$ cat config.mk
export PLATFORM = sky130hd
export DESIGN_NAME = ovl_combo_param
export DESIGN_NICKNAME = d
export VERILOG_FILES = /design/src/rtl/ovl_combo_param.sv
export SDC_FILE = /design/constraint.sdc
export NUM_CORES = 1
export LEC_CHECK = 0
export CAP_MARGIN = 20
export CORE_ASPECT_RATIO = 1.75
export CORE_UTILIZATION = 33
export DETAILED_ROUTE_END_ITERATION = 6
export DONT_BUFFER_PORTS = 1
export PLACE_DENSITY = 0.52
export SYNTH_ARGS = -nofsm -noshare
export SYNTH_HDL_FRONTEND = slang
export SYNTH_SLANG_ARGS = --single-unit
$ cat constraint.sdc
create_clock -name clk -period 3.5 [get_ports clk]
set_input_delay 0.7 -clock clk [delete_from_list [all_inputs] [get_ports clk]]
set_output_delay 0.7 -clock clk [all_outputs]
set_load 0.01 [all_outputs]
$ cat src/rtl/ovl_combo_param.sv
// ovl_combo_param: edge/next/always/never/frame checker cell with chained config check; out is combinational, out_delayed one enabled cycle later.
// No backpressure: enable=0 stutters and freezes all state. Define OVL_COMBO_COUNT_EN to build the fire_count/fire_sticky counters.
module ovl_combo_param #(
   parameter int CKS_W = 3,
   parameter int CNT_W = 8
) (
   input  logic             clk,
   input  logic             rst,
   input  logic             enable,
   input  logic [CKS_W-1:0] num_cks,
   input  logic             start_event,
   input  logic             test_expr,
   input  logic [2:0]       select,
   input  logic             prevConfigInvalid,
   output logic             out,
   output logic             out_delayed,
   output logic             configInvalid,
   output logic [CNT_W-1:0] fire_count,
   output logic             fire_sticky
);
   localparam int DEPTH = (1 << CKS_W) - 1;

   typedef enum logic {IDLE, ARMED} frame_state_t;

   logic [DEPTH-1:0] hist;
   logic [DEPTH:0]   hist_ext;
   logic [CKS_W-1:0] hist_idx;
   frame_state_t     state;
   logic [CKS_W-1:0] counter;
   logic             mode_uses_cks;
   logic             raw_fire;

   assign mode_uses_cks = (select == 3'd0) || (select == 3'd1) || (select == 3'd4);
   assign configInvalid = prevConfigInvalid || (select >= 3'd5) ||
                          (mode_uses_cks && (num_cks == '0));

   // hist[k-1] holds start_event from k enabled cycles ago; the padded top bit
   // keeps the num_cks==0 lookup in range (that case is a config error anyway).
   assign hist_ext = {1'b0, hist};
   assign hist_idx = num_cks - CKS_W'(1);

   always_comb begin
      raw_fire = 1'b0;
      case (select)
         3'd0:    raw_fire = start_event && !hist[0] && !test_expr;
         3'd1:    raw_fire = hist_ext[hist_idx] && !test_expr;
         3'd2:    raw_fire = !test_expr;
         3'd3:    raw_fire = test_expr;
         3'd4:    raw_fire = (state == ARMED) && (counter == CKS_W'(1)) && !test_expr;
         default: raw_fire = 1'b0;
      endcase
   end

   assign out = !rst && enable && !configInvalid && raw_fire;

   always_ff @(posedge clk or posedge rst) begin
      if (rst) begin
         hist        <= '0;
         out_delayed <= 1'b0;
      end else if (enable) begin
         hist        <= (hist << 1) | DEPTH'(start_event);
         out_delayed <= out;
      end
   end

   // Frame window: leaving mode 4 drops any open window, even on a stutter cycle.
   always_ff @(posedge clk or posedge rst) begin
      if (rst) begin
         state   <= IDLE;
         counter <= '0;
      end else if (select != 3'd4) begin
         state <= IDLE;
      end else if (enable) begin
         case (state)
            IDLE: begin
               if (start_event && !configInvalid) begin
                  counter <= num_cks;
                  state   <= ARMED;
               end
            end
            ARMED: begin
               if (test_expr || (counter == CKS_W'(1))) begin
                  state <= IDLE;
               end else begin
                  counter <= counter - CKS_W'(1);
               end
            end
            default: state <= IDLE;
         endcase
      end
   end

`ifdef OVL_COMBO_COUNT_EN
   always_ff @(posedge clk or posedge rst) begin
      if (rst) begin
         fire_count  <= '0;
         fire_sticky <= 1'b0;
      end else if (out) begin
         if (fire_count != '1) begin
            fire_count <= fire_count + CNT_W'(1);
         end
         fire_sticky <= 1'b1;
      end
   end
`else
   assign fire_count  = '0;
   assign fire_sticky = 1'b0;
`endif

endmodule

=== Yosys cells after proc, flatten, opt, wreduce, memory -nomap -nowiden ===
Cells that the tools add are included.
W data, S select, Z words.

* Flip-flop bits (word level): 12
* Output and inout port bits: 12

* Equal/unequal tests: 8
* Multiplexer cells: 11
* Reductions and logical operators: 23
* Bitwise gates (word level): 3
* Add/sub/neg operators: 2
* $lt $le $gt $ge: 2

{| class="wikitable"
|+ Operators with widths
! cell !! count
|-
| $logic_and A1 B1 Y1 || 10
|-
| $or A7 B1 Y7 || 1
|-
| $eq A3 B1 Y1 const B || 2
|-
| $eq A3 B2 Y1 const B || 2
|-
| $logic_not A3 Y1 || 2
|-
| $mux W3 || 2
|-
| $pmux W3 S2 || 1
|-
| $sub A3 B1 Y3 const B || 2
|-
| $logic_or A1 B1 Y1 || 5
|-
| $mux W1 || 5
|-
| $pmux W1 S5 || 1
|-
| $logic_not A1 Y1 || 4
|-
| $lt A3 B4 Y1 const B || 1
|-
| $ne A2 B2 Y1 const B || 2
|-
| $reduce_and A4 Y1 || 1
|-
| $bmux W1 S3 || 1
|-
| $eq A3 B3 Y1 const B || 1
|-
| $ge A3 B3 Y1 const B || 1
|-
| $ne A3 B3 Y1 const B || 1
|-
| $not A1 Y1 || 2
|-
| $pmux W1 S2 || 1
|-
| $reduce_bool A2 Y1 || 1
|}

=== Logic depth before layout (Yosys ltp) ===
Gate-level depths: netlist of the first run.

* Depth after elaboration: 11
* Depth in mapped cells: 6

=== Worst setup path before layout of the first run ===
Ideal clock, no wire load.

* Path kind: input to output
* From: input port num_cks[0]
* To: output port out
* Buffers on the path: 0
* Stages: 6
* Data arrival time: 1.947 ns
* Setup slack: 0.853 ns
* Cell sequence: inv_1 ha_1 nor3b_2 or3_4 or2_1 a21oi_1

* Longest elaborated chain between the ends: 6
* Elaborated cells on any way between the ends: 11
* Those cells by class: add/sub: 1; mux: 3; reduce/logical: 7

{| class="wikitable"
|+ Ends and longest elaborated chain
! what !! line !! RTL
|-
| from (decl) || 10 || <nowiki>input logic [CKS_W-1:0] num_cks,</nowiki>
|-
| $logic_not A3 Y1 || 35 || <nowiki>(mode_uses_cks && (num_cks == '0));</nowiki>
|-
| $logic_and A1 B1 Y1 || 35 ||
|-
| $logic_or A1 B1 Y1 || 34 || <nowiki>assign configInvalid = prevConfigInvalid || (select >= 3'd5) ||</nowiki>
|-
| named net configInvalid || 17 || <nowiki>output logic configInvalid,</nowiki>
|-
| $logic_not A1 Y1 || 54 || <nowiki>assign out = !rst && enable && !configInvalid && raw_fire;</nowiki>
|-
| $logic_and A1 B1 Y1 (2 in series) || 54 ||
|-
| to (decl) || 15 || <nowiki>output logic out,</nowiki>
|}

The timed path passes the listed nets, and every way through them passes these cells. The select of a mux whose other input is x is not followed.

=== Worst setup path in the final report of the first run ===
Same ends and word-level chain as after synthesis.

==> metrics.log, run 1 <==
INFO  metric detailedPlacementHpwl = 1570 um
INFO  metric dieHeight = 72.8 um
INFO  metric cts.reportedPaths.clkPinSlew = 60 ps
INFO  metric synth_ff_type = dfrtp_1
INFO  metric antenna_found_initial = 0
INFO  metric post_cts.repair.setup_buffers = 0
INFO  metric proportion_of_synthesized_chip_area_in_sequential_cells = 31.7%
INFO  metric synth_cell_type_count = 42
INFO  metric fin_hold_viols = 0
INFO  metric drc = 0
INFO  metric routedLengthMet1 = 778 um
INFO  metric most_used_standard_cell_by_instance_count_after_synthesis = dfrtp_1
INFO  metric clock_tree_from_tritoncts = built
INFO  metric via_count = 684
INFO  metric first_global_vias = 760
INFO  metric max_slew.worst_pin.slew = 521 ps
INFO  metric wirelength = 2000 um
INFO  metric timing.final.crit_share = 78.1%
INFO  metric post_cts_resize_count = 0
INFO  metric initial_core_util = 34.8%
INFO  metric max_freq = 366 MHz
INFO  metric layout.filler_cells = 287
INFO  metric number_of_rows_in_the_core_area = 25
INFO  metric ys_async_sr_fraction = 100%
INFO  metric number_of_synthesized_register_bits = 12
INFO  metric setup_viol = 0
INFO  metric clkLatencyLatePin = 240 ps
INFO  metric cts_htree_levels = 1
INFO  metric post_synth.cell_area_avg = 10.2 um2
INFO  metric wl_per_cell = 16.5 um
INFO  metric crit_path_start_kind = primary input
INFO  metric drt.antenna.violating_nets = 0
INFO  metric netlist_area_before_placement = 946 um2
INFO  metric highest_layer = met4
INFO  metric n_antenna_cell = 0
INFO  metric critPathRequiredTime = 2800 ps
INFO  metric area_growth_syn_to_layout = 3.70%
INFO  metric list_of_most_frequent_post_synthesis_cells = dfrtp_1, buf_4, mux2_2, inv_1, o21ai_0
INFO  metric nNetsFinal = 111
INFO  metric slew_violations = 0
INFO  metric yosysTopAreaCellShare = 31.7%
INFO  metric min_path_type = in -> async
INFO  metric dr.first_iter.drc_count = 14
INFO  metric master_cell_of_the_clock_root_buffer = clkbuf_8
INFO  metric synth_area_leader_cell = dfrtp_1
INFO  metric chipWidth = 42.5 um
INFO  metric finalCriticalPeriod = 2730 ps
INFO  metric first_pass_iters = 4
INFO  metric final_util = 36.0%
INFO  metric grt_setup_unrepaired = false
INFO  metric critical_setup_path_kind = in -> out
INFO  metric placement.io_buffers = 0
INFO  metric critPathMaxFanout = 4
INFO  metric global_route.usage.total = 15.1%
INFO  metric skew = 1.94 ps
INFO  metric run_status = completed
INFO  metric synthTopCellsByArea = dfrtp_1, mux2_2, buf_4
INFO  metric ratio_of_routed_vias_to_standard_cells = 5.65
INFO  metric wl_met2 = 1060 um
INFO  metric layout-drive-gt1-share = 23.4%
INFO  metric routed-wl-met3 = 110 um
INFO  metric power_leakage = 0.404 nW
INFO  metric global_route_wire_length_before_repair = 3450 um
INFO  metric tns = 0 ps
INFO  metric critPathCaptureType = primary output
INFO  metric power_per_cell_area = 415 nW/um2
INFO  metric worst_ir_drop_vdd = 0.147 mV
INFO  metric cts_num_sinks = 12
INFO  metric clk_path_buf_depth = 2
INFO  metric top_level_ports = 24
INFO  metric slew_headroom = 64.9%
INFO  metric pin_count_of_the_biggest_net_entering_global_routing = 14
INFO  metric grt_overflow_total = 0
INFO  metric yosys_warnings = 0
INFO  metric core-area = 2720 um2
INFO  metric max_cap_viol_count = 0
INFO  metric place.gp.congestion = 0.796
INFO  metric worst-endpoint-arrival = 2030 ps
INFO  metric postSynthCellCount = 93
INFO  metric cts_made_buffers = 3
INFO  metric die-area = 3090 um2
INFO  metric number_of_buffers_added_to_fix_hold_violations_after_cts = 0
INFO  metric number_of_flops_mapped_to_enable_cells_by_yosys = 0
## where the power goes
part,internal [mW],switching [mW],leakage (nW)
sequential,0.163,0.0170,0.148
clock,0.0996,0.0555,0.0288
combinational,0.0403,0.0312,0.228
total,0.303,0.104,0.404
## worst max-delay path, cell delays in order
cell	delay, ps
inv_1	50
ha_1	200
nor3b_2	180
or3_4	390
or2_1	270
a21oi_1	240
## area by class of cell
cell class                 count  area [um2]  area share (%)
inverter                       7        26.3            2.68
multi-input combinational     71         566            57.7
clock buffer                   4        55.1            5.61
tap                           27        33.8            3.44
sequential                    12         300            30.6
## layer usage
metal | GRT usage, % | vias up
met5 | 0 | -
met1 | 16.5 | 340
met3 | 3.71 | 5
li1 | - | 321
met2 | 25.0 | 18
met4 | 10.4 | 0
## worst paths after layout
path / start / endpoint / slack (ps) / cells after the start
worst min-delay path: rst / state / 370 / 1
min in group clk: hist[6] / hist[6] / 520 / 1
worst min register to register: hist[6] / hist[6] / 520 / 1
max in group asynchronous: rst / hist[2] / 2790 / 1
worst max register to register: state / counter[1] / 1860 / 4
worst max-delay path: num_cks[0] / out / 770 / 6
## sequential cells by signal, indices dropped and copies added (netlist names)
name and cells:
counter 3, hist 7, state 1, out_delayed 1
## cell usage in the layout, fill, tap and decap left out, types with 2 or more instances in the layout
| cell type | instances |
|---|---|
| nor4_1 | 2 |
| nand3b_1 | 3 |
| o21a_1 | 2 |
| nand2_1 | 4 |
| nor2_1 | 2 |
| dfrtp_1 | 12 |
| clkbuf_8 | 4 |
| nand3_1 | 2 |
| a21oi_1 | 2 |
| ha_1 | 4 |
| mux2_2 | 8 |
| mux2i_1 | 2 |
| or2b_2 | 2 |
| inv_1 | 7 |
| conb_1 | 9 |
| o21ai_0 | 5 |
## logic make-up (layout without fill, tap and decap cells)
logic type / Yosys count / after routing / synth area share (%)
other: 1 / 9 / 0.396
muxes: 11 / 11 / 14.0
xor gates and xnor gates: 2 / 2 / 1.85
AOI/OAI and AO/OA: 15 / 15 / 11.6
buffers and inverters: 18 / 11 / 11.6
and+or+nand+nor: 30 / 30 / 23.4
adders and majority gates: 4 / 4 / 5.29
DFF: 12 / 12 / 31.7
## stage by stage
stage / setup slack [ps] / power, mW / hold slack [ps] / cells / area (um2)
after floorplan: 853 / 0.249 / 480 / 101 / 976
after global placement: 780 / 0.252 / 508 / 117 / 926
after detailed placement: 770 / 0.255 / 505 / 117 / 926
after CTS: 762 / 0.414 / 388 / 121 / 981
after global routing: 677 / 0.433 / 416 / 121 / 981
final: 766 / 0.407 / 369 / 121 / 981
Note: power is estimated with default switching activity, not from simulation.
==> run 2, diff against run 1 <==
--- a/config.mk
+++ b/config.mk
@@ -5,12 +5,13 @@
 export SDC_FILE = /design/constraint.sdc
 export NUM_CORES = 1
 export LEC_CHECK = 0
+export ABC_AREA = 1
 export CAP_MARGIN = 20
 export CORE_ASPECT_RATIO = 1.75
 export CORE_UTILIZATION = 33
 export DETAILED_ROUTE_END_ITERATION = 6
 export DONT_BUFFER_PORTS = 1
-export PLACE_DENSITY = 0.52
+export PLACE_DENSITY = 0.53
 export SYNTH_ARGS = -nofsm -noshare
 export SYNTH_HDL_FRONTEND = slang
 export SYNTH_SLANG_ARGS = --single-unit
==> constraint.sdc (replaced) <==
create_clock -name clk -period 2.3 [get_ports clk]
set_input_delay 0.46 -clock clk [delete_from_list [all_inputs] [get_ports clk]]
set_output_delay 0.46 -clock clk [all_outputs]
set_load 0.01 [all_outputs]
==> metrics.log, run 2 <==
INFO  metric timing.critical_path.slowest_cell_delay = 330 ps
INFO  metric master_cell_of_the_clock_root_buffer = clkbuf_8
INFO  metric power_per_cell_area = 647 nW/um2
INFO  metric mostFrequentLayoutCell = nand2_1
INFO  metric grt_overflow_total = 0
INFO  metric min_path_type = in -> async
INFO  metric most-common-layout-cells = nand2_1, inv_1, dfrtp_1
INFO  metric regToRegEndpoint = counter[2]
INFO  metric clock_tree_from_tritoncts = built
INFO  metric ratio_of_routed_vias_to_standard_cells = 4.68
INFO  metric pin_count_of_the_biggest_net_entering_global_routing = 13
INFO  metric synthTopCellsByArea = dfrtp_1, nand2_1, buf_4
INFO  metric cts_made_buffers = 3
INFO  metric crit_path_start = num_cks[0]
INFO  metric cp_cell_sequence = inv_2 -> ha_1 -> inv_1 -> nand3_1 -> nand2_1 -> nand2_1 -> nand3_1 -> nand2_1 -> nand2_1 -> nand2_1 -> nand2_1 -> inv_1
INFO  metric drc = 0
INFO  metric dieHeight = 70.6 um
INFO  metric wl_per_cell = 11.3 um
INFO  metric layout.filler_cells = 291
INFO  metric synth_cell_type_count = 22
INFO  metric synth_area_leader_cell = dfrtp_1
INFO  metric core-area = 2520 um2
INFO  metric area_growth_syn_to_layout = 5.07%
INFO  metric fin_hold_viols = 0
INFO  metric worst-endpoint-arrival = 1460 ps
INFO  metric antenna_found_initial = 0
INFO  metric worst_ir_drop_vdd = 0.374 mV
INFO  metric number_of_flops_mapped_to_enable_cells_by_yosys = 0
INFO  metric n_antenna_cell = 0
INFO  metric crit_path_start_kind = primary input
INFO  metric cts.reportedPaths.clkPinSlew = 60 ps
INFO  metric largest_register_ff_count = 7
INFO  metric number_of_buffers_added_to_fix_hold_violations_after_cts = 0
INFO  metric wirelength = 1740 um
INFO  metric post_synth.cell_area_avg = 7.05 um2
INFO  metric synth_ff_type = dfrtp_1
INFO  metric max_cap_viol_count = 0
INFO  metric critPathMaxFanout = 6
INFO  metric max_freq = 521 MHz
INFO  metric global_route.usage.total = 13.9%
INFO  metric run_status = completed
INFO  metric fin_worst_hold_slack = 110 ps
INFO  metric finalCriticalPeriod = 1920 ps
INFO  metric via_count = 721
INFO  metric cp_slowest_cell = ha_1
INFO  metric list_of_most_frequent_post_synthesis_cells = nand2_1, inv_1, dfrtp_1, buf_4, o21ai_1
INFO  metric top_level_ports = 24
INFO  metric tns = 0 ps
INFO  metric number_of_synthesized_register_bits = 12
INFO  metric grt_setup_unrepaired = false
INFO  metric placedCellCount = 150
INFO  metric r2r_start = counter[0]
INFO  metric worstRegToRegCells = 7
INFO  metric top_regs = hist (7), counter (3)
INFO  metric netlist_area_before_placement = 888 um2
INFO  metric post_cts.repair.setup_buffers = 0
INFO  metric reg2reg_slack = 910 ps
INFO  metric finalNonFillerCells = 154
INFO  metric initial_core_util = 35.2%
INFO  metric drt.antenna.violating_nets = 0
INFO  metric first_pass_iters = 4
INFO  metric design_power_total = 604 uW
INFO  metric layout-drive-gt1-share = 14.1%
INFO  metric ys_async_sr_fraction = 100%
INFO  metric dr.first_iter.drc_count = 7
INFO  metric nNetsFinal = 145
INFO  metric clkLatencyLatePin = 250 ps
INFO  metric skew = 3.98 ps
INFO  metric crit_top_cell = nand2_1
INFO  metric timing.final.crit_share = 83.5%
INFO  metric detailedPlacementHpwl = 1430 um
INFO  metric slew_violations = 0
INFO  metric cts_htree_levels = 1
INFO  metric global_route_wire_length_before_repair = 2770 um
INFO  metric critical_setup_path_kind = in -> out
INFO  metric die-area = 2910 um2
INFO  metric most_used_standard_cell_by_instance_count_after_synthesis = nand2_1
INFO  metric placement.io_buffers = 0
INFO  metric critPathRequiredTime = 1840 ps
INFO  metric place.gp.congestion = 0.765
INFO  metric first_global_vias = 651
INFO  metric cts_num_sinks = 12
INFO  metric postSynthCellCount = 126
INFO  metric chipWidth = 41.2 um
INFO  metric setup_viol = 0
INFO  metric yosys_warnings = 0
INFO  metric largest_register = hist
INFO  metric proportion_of_synthesized_chip_area_in_sequential_cells = 33.8%
INFO  metric yosysTopAreaCellShare = 33.8%
INFO  metric post_cts_resize_count = 0
INFO  metric power_leakage = 0.514 nW
INFO  metric clk_path_buf_depth = 2
INFO  metric number_of_rows_in_the_core_area = 24
INFO  metric critPathCaptureType = primary output
## run 2: critical path: cells and delay by family
kind / cells / cell delay [ps]
simple gates: 8 / 490
fa+ha+maj: 1 / 330
buf+inv: 3 / 190
## run 2: through the flow
step	cell area, um2	utilization, %	setup WS, ps
2_1_floorplan	918	-	483
3_3_place_gp	878	34.8	422
3_5_place_dp	878	34.8	395
4_1_cts	933	37.0	391
5_1_grt	933	37.0	255
6_report	933	37.0	380
## run 2: cell type report
class | count | area (um2) | area share (%)
multi-input cells | 90 | 463 | 49.6
flip-flops and latches | 12 | 300 | 32.2
well taps | 26 | 32.5 | 3.49
inverters | 22 | 82.6 | 8.85
clock buffers | 4 | 55.1 | 5.90
## run 2: metal layers
| metal | vias up | track usage (%) | wire [um] |
|---|---|---|---|
| met5 | - | 0 | 0 |
| met4 | 0 | 7.89 | 58 |
| met3 | 5 | 3.76 | 95 |
| met2 | 17 | 22.0 | 938 |
| met1 | 323 | 15.5 | 650 |
| li1 | 376 | - | - |
## run 2: cells by family after synthesis
group / synth area share (%)
and+or+nand+nor: 31.7
AOI/OAI and AO/OA: 10.0
DFF: 33.8
xor gates and xnor gates: 0.986
buffers and inverters: 17.5
adders and majority gates: 5.63
other: 0.422
## run 2: worst max-delay path by stage
stage,end,slack (ps),cells past startpoint
after floorplan,out,480,11
after global placement,out,420,11
after detailed placement,out,400,11
after CTS,out,390,10
after global routing,out,250,10
final,out,380,12
## run 2: power breakdown
group / internal (mW) / switching (mW)
Combinational: 0.0420 / 0.0717
Sequential: 0.237 / 0.0202
Clock: 0.151 / 0.0815
